==> src/rtl/vco_pkg.sv <==
// Shared definitions for the VCO feedback divider.
// Contents: state enum, default widths, and the minimum legal divide ratio.
package vco_pkg;

  localparam int unsigned DivWDefault = 8;
  localparam int unsigned CntWDefault = 16;
  // Smallest ratio that yields a divided clock with both a high and a low phase.
  localparam int unsigned MinRatio    = 2;

  typedef enum logic [1:0] {
    StIdle = 2'd0,
    StRun  = 2'd1,
    StPend = 2'd2
  } state_e;

endpackage

==> src/rtl/vco_div_counter.sv <==
// Modulo-N cycle counter with terminal detect and registered duty/tick decode.
// Ports:
//   clk, rst     VCO clock, asynchronous active-high reset
//   count_en     divider is counting this cycle (RUN or PEND)
//   next_active  divider will be counting next cycle
//   ratio        ratio governing the current period
//   next_ratio   ratio governing the cycle after this edge
//   terminal     current cycle is the last of the period (cnt == ratio-1)
//   div_clk      registered divided clock
//   div_tick     registered one-cycle pulse in the last cycle of each period
module vco_div_counter #(
  parameter int unsigned DIV_W = 8
) (
  input  logic             clk,
  input  logic             rst,
  input  logic             count_en,
  input  logic             next_active,
  input  logic [DIV_W-1:0] ratio,
  input  logic [DIV_W-1:0] next_ratio,
  output logic             terminal,
  output logic             div_clk,
  output logic             div_tick
);

  logic [DIV_W-1:0] cnt_q, cnt_d;
  logic [DIV_W:0]   half_ceil;
  logic             div_clk_q, div_clk_d;
  logic             div_tick_q, div_tick_d;

  assign terminal = count_en && (cnt_q == ratio - DIV_W'(1));

  always_comb begin
    cnt_d = '0;
    if (count_en && !terminal) begin
      cnt_d = cnt_q + DIV_W'(1);
    end
    // One extra bit so ceil(N/2) of the largest ratio does not overflow.
    half_ceil  = ({1'b0, next_ratio} + (DIV_W + 1)'(1)) >> 1;
    // Outputs decode the post-edge count so they can be flops without lagging cnt.
    div_clk_d  = next_active && ({1'b0, cnt_d} < half_ceil);
    div_tick_d = next_active && (cnt_d == next_ratio - DIV_W'(1));
  end

  always_ff @(posedge clk or posedge rst) begin
    if (rst) begin
      cnt_q      <= '0;
      div_clk_q  <= 1'b0;
      div_tick_q <= 1'b0;
    end else begin
      cnt_q      <= cnt_d;
      div_clk_q  <= div_clk_d;
      div_tick_q <= div_tick_d;
    end
  end

  assign div_clk  = div_clk_q;
  assign div_tick = div_tick_q;

endmodule

==> src/rtl/vco_fb_divider.sv <==
// Programmable integer feedback divider running on the VCO clock.
// Ratio updates arrive over a valid/ready handshake and take effect only at a
// period boundary, so every divided period is exactly N VCO cycles.
// Optional feature: define VCO_DIV_PERIOD_CNT_EN to count completed periods
// on period_cnt; otherwise period_cnt is tied to 0.
// Ports:
//   clk, rst     VCO clock, asynchronous active-high reset
//   div_n        requested ratio (0 = stop, 1 = illegal -> clamped to 2)
//   div_n_vld    div_n valid
//   div_n_rdy    ratio can be accepted this cycle (low while a change is staged)
//   div_clk      divided clock
//   div_tick     pulse in last VCO cycle of each divided period
//   running      divider is counting
//   err          sticky: a ratio of 1 was received
//   period_cnt   completed divided periods
module vco_fb_divider
  import vco_pkg::*;
#(
  parameter int unsigned DIV_W = DivWDefault,
  parameter int unsigned CNT_W = CntWDefault
) (
  input  logic             clk,
  input  logic             rst,
  input  logic [DIV_W-1:0] div_n,
  input  logic             div_n_vld,
  output logic             div_n_rdy,
  output logic             div_clk,
  output logic             div_tick,
  output logic             running,
  output logic             err,
  output logic [CNT_W-1:0] period_cnt
);

  state_e           state_q, state_d;
  logic [DIV_W-1:0] ratio_q, ratio_d;
  logic [DIV_W-1:0] staged_q, staged_d;
  logic             err_q, err_d;
  logic             running_q;
  logic             xfer;
  logic             terminal;
  logic [DIV_W-1:0] n_eff;

  assign div_n_rdy = (state_q != StPend);
  assign xfer      = div_n_vld && div_n_rdy;
  assign n_eff     = (div_n == DIV_W'(1)) ? DIV_W'(MinRatio) : div_n;

  always_comb begin
    state_d  = state_q;
    ratio_d  = ratio_q;
    staged_d = staged_q;
    err_d    = err_q || (xfer && (div_n == DIV_W'(1)));
    unique case (state_q)
      StIdle: begin
        if (xfer && (n_eff != '0)) begin
          state_d = StRun;
          ratio_d = n_eff;
        end
      end
      StRun: begin
        if (xfer) begin
          if (!terminal) begin
            state_d  = StPend;
            staged_d = n_eff;
          end else if (n_eff == '0) begin
            state_d = StIdle;
          end else begin
            // Arrived in the last cycle: the wrap edge is also the apply edge.
            ratio_d = n_eff;
          end
        end
      end
      StPend: begin
        if (terminal) begin
          if (staged_q == '0) begin
            state_d = StIdle;
          end else begin
            state_d = StRun;
            ratio_d = staged_q;
          end
        end
      end
      default: state_d = StIdle;
    endcase
  end

  always_ff @(posedge clk or posedge rst) begin
    if (rst) begin
      state_q   <= StIdle;
      ratio_q   <= DIV_W'(MinRatio);
      staged_q  <= '0;
      err_q     <= 1'b0;
      running_q <= 1'b0;
    end else begin
      state_q   <= state_d;
      ratio_q   <= ratio_d;
      staged_q  <= staged_d;
      err_q     <= err_d;
      running_q <= (state_d != StIdle);
    end
  end

  vco_div_counter #(
    .DIV_W (DIV_W)
  ) u_counter (
    .clk         (clk),
    .rst         (rst),
    .count_en    (state_q != StIdle),
    .next_active (state_d != StIdle),
    .ratio       (ratio_q),
    .next_ratio  (ratio_d),
    .terminal    (terminal),
    .div_clk     (div_clk),
    .div_tick    (div_tick)
  );

  assign running = running_q;
  assign err     = err_q;

`ifdef VCO_DIV_PERIOD_CNT_EN
  logic [CNT_W-1:0] period_cnt_q;

  // terminal is only raised while counting, so IDLE holds the count.
  always_ff @(posedge clk or posedge rst) begin
    if (rst) begin
      period_cnt_q <= '0;
    end else if (terminal) begin
      period_cnt_q <= period_cnt_q + CNT_W'(1);
    end
  end

  assign period_cnt = period_cnt_q;
`else
  assign period_cnt = '0;
`endif

endmodule

==> config.mk <==
export PLATFORM = sky130hd
export DESIGN_NAME = vco_fb_divider
export DESIGN_NICKNAME = d
export VERILOG_FILES = /design/src/rtl/vco_pkg.sv /design/src/rtl/vco_div_counter.sv /design/src/rtl/vco_fb_divider.sv
export SDC_FILE = /design/constraint.sdc
export NUM_CORES = 1
export LEC_CHECK = 0
export BUFFER_PORTS_ARGS = -buffer_cell sky130_fd_sc_hd__buf_2
export CAP_MARGIN = 40
export CORE_MARGIN = 5
export CORE_UTILIZATION = 40
export DETAILED_ROUTE_END_ITERATION = 8
export GPL_TIMING_DRIVEN = 1
export PLACE_DENSITY_LB_ADDON = 0.1
export SLEW_MARGIN = 10
export SYNTH_ARGS = -nofsm -noshare
export SYNTH_HDL_FRONTEND = slang
export SYNTH_SLANG_ARGS = --single-unit
==> constraint.sdc <==
create_clock -name clk -period 4 [get_ports clk]
set_input_delay 0.8 -clock clk [delete_from_list [all_inputs] [get_ports clk]]
set_output_delay 0.8 -clock clk [all_outputs]
set_load 0.03 [all_outputs]
==> impl_metrics.toml <==
[synth]
async_reset_ff_share_pct = 100
synth_top_area_share_pct = 29.6
yosys_warnings = 0
synth_area_um2 = 2450
synthTopCellsByArea = "dfrtp_1, ha_1, buf_4"
synth_ff_type = "dfrtp_1"
synth_seq_cells = 30
synth_edf_count = 0
synth_area_per_cell_um2 = 9.06
synthCells = 271
ys_types = 74
yosysSeqAreaShare_pct = 30.6
yosys.area.top_type = "dfrtp_1"

[floorplanning]
core_area_um2 = 5960
die_width_um = 88.3
start_util_pct = 41.2
die_h_um = 88.3
dieArea_um2 = 7800
ios = 32
fp-row-count = 28

[setup_path]
startpoint_type = "register"
arrival_ps = 4060
cp_max_fo = 4
path_class = "reg2reg"
endpoint_kind = "register"
required_ps = 4180

[sta]
slew_violations = 0
relSlewSlack_pct = 58.4
min_period_ps = 3870
rsz0062_at_grt = "yes"
final-setup-viol-count = 0
fmax_mhz = 258
worst_pin_slew_ps = 625
tns_ps = 0
finClkSkew_ps = 8.67
hold_viol_final = 0
fin_crit_sh_pct = 96.8

[global_route]
overflow = 0
grt_pass1_vias = 2197
antenna_found_initial = 0
grt_pass1_wl_um = 10900
gr-usage-all-layers_pct = 18.3
grt_max_degree = 31

[outcome]
status = "finished clean"

[pwr]
pwr-share-seq_pct = 22.9
swShare_pct = 44.9
p_switching_mw = 1.07
p_clk_share_pct = 11.3
comb_power_share_pct = 65.8
peakVddDrop_uv = 370
p_leak_nw = 1.49
p_per_area_nw_per_um2 = 739
p_int_mw = 1.31

[final_layout]
antenna_cells = 0
multi_input_area_um2 = 1640
fillCellCount = 544
ff_latch_area_um2 = 752
nNetsFinal = 372
fin_cells = 426
area_growth_pct = 31.0
finalCoreUtilization_pct = 54.0
layout_common_cells = "buf_4, dfrtp_1, nor2_1"
final_common_cell = "buf_4"
drive_gt1_share_pct = 39.3

[clocking]
cts_sinks = 30
cts_buffers = 5
tritoncts = "done"
clk_path_buf_depth = 2
path_clk_slew_ps = 80
clkLatencyLatePin_ps = 290
cts_root_buffer = "clkbuf_8"
cts_max_level = 2

[route]
routed_wl_um = 7070
drc = 0
ant_nets = 0
viasPerCell = 5.43
first_pass_iters = 5
dr_total_vias = 2313
wl_per_cell_um = 16.6
drtIter0Drc = 173

[run]
drv_cap = 0

[placement]
gp_congestion = 0.927
place_hpwl_um = 5370
dp_cells = 405
numPortBuffers = 15

[min_path]
min_path_type = "reg2reg"
area by class of cell:
cell class / instances / share of cell area (%)
tap: 75 / 2.92
multi-input combinational: 215 / 50.9
inverter: 17 / 2.02
timing repair buffer: 81 / 17.9
clock inverter: 2 / 0.389
clock buffer: 6 / 2.57
sequential: 30 / 23.4
state kept, by name, indices dropped and copies added (netlist names):
| signal | count |
|---|---|
| running | 1 |
| u_counter.div_tick | 1 |
| u_counter.div_clk | 1 |
| err | 1 |
| ratio_q | 8 |
| staged_q | 8 |
| u_counter.cnt_q | 8 |
| state_q | 2 |
worst max-delay path: stages, from the launching register on:
cell,delay (ps)
dfrtp_1,370
or3b_2,500
or4_4,530
and3_4,200
nor3_4,230
o21ai_2,90
a221oi_2,320
inv_2,110
ha_4,180
xnor2_2,130
ha_1,300
a21oi_2,150
nor2b_1,60
o21ai_1,170
a21oi_1,100
a2111oi_2,330
layer usage:
layer / global-route usage (%) / wire (um) / part of all wire, % / up-vias
li1: - / - / - / 1115
met5: 0 / 0 / 0 / -
met1: 25.7 / 3270 / 46 / 1106
met4: 5.91 / 140 / 2.0 / 0
met2: 28.7 / 3270 / 46 / 79
met3: 3.26 / 392 / 5.5 / 13
through the flow:
stage | setup slack, ps | area [um^2] | hold WS, ps | power (mW)
2_1_floorplan | 31.4 | 2540 | 472 | 1.42
3_3_place_gp | -207 | 2930 | 464 | 1.87
3_5_place_dp | -270 | 2930 | 458 | 1.88
4_1_cts | 12.1 | 3090 | 487 | 2.23
5_1_grt | -54.2 | 3220 | 535 | 2.55
6_report | 127 | 3220 | 490 | 2.38
cells by family (layout without fill, tap and decap cells):
family          Yosys count  count (layout)  synth area share [%]
mux                       6               6                  2.75
buf+inv                  41             106                  9.79
fa+ha+maj                11              11                  5.61
simple gates             93              93                  22.9
compound gates           63              63                  18.9
other cells               1              16                 0.153
flops                    30              30                  30.6
xor+xnor                 26              26                  9.28
what timing repair did:
action                                  in CTS  in global routing
hold buffers                                 0                  0
setup buffers                                8                  5
endpoints found under the setup margin       1                  2
gates resized for setup                      3                 18
hold endpoints to repair                     0                  0
pin swaps                                    3                 15
cell usage after synthesis (3+ instances only):
cell and instances:
a31oi_1 3, and3_1 4, dfrtp_1 29, nor4_1 4, a211oi_1 4, ha_1 11, o21ai_0 13, xor2_1 14
nor2_1 17, clkbuf_1 4, nor3_1 8, nand2_1 10, inv_1 14, o2111ai_1 3, buf_4 17, mux2_2 6
xnor2_1 12, a21oi_1 9, nand3_1 18, o21a_1 3
worst paths after layout:
kind | start | to | slack [ps] | cells after the start
worst max-delay path | ratio_q[5] | u_counter.div_clk | 130 | 15
worst min-delay path | err | err | 490 | 1
worst max register to register | ratio_q[5] | u_counter.div_clk | 130 | 15
worst min register to register | err | err | 490 | 1
max in group asynchronous | rst | ratio_q[1] | 3090 | 3
min in group asynchronous | rst | staged_q[3] | 570 | 3
power by group through the flow:
stage | Clock (mW) | Combinational (mW) | Sequential (mW)
floorplan | 0 | 0.890 | 0.531
global placement | 0 | 1.33 | 0.546
detailed placement | 0 | 1.33 | 0.544
CTS | 0.272 | 1.42 | 0.538
global route | 0.289 | 1.70 | 0.559
finish | 0.269 | 1.56 | 0.545
Note: power is estimated with default switching activity, not from simulation.
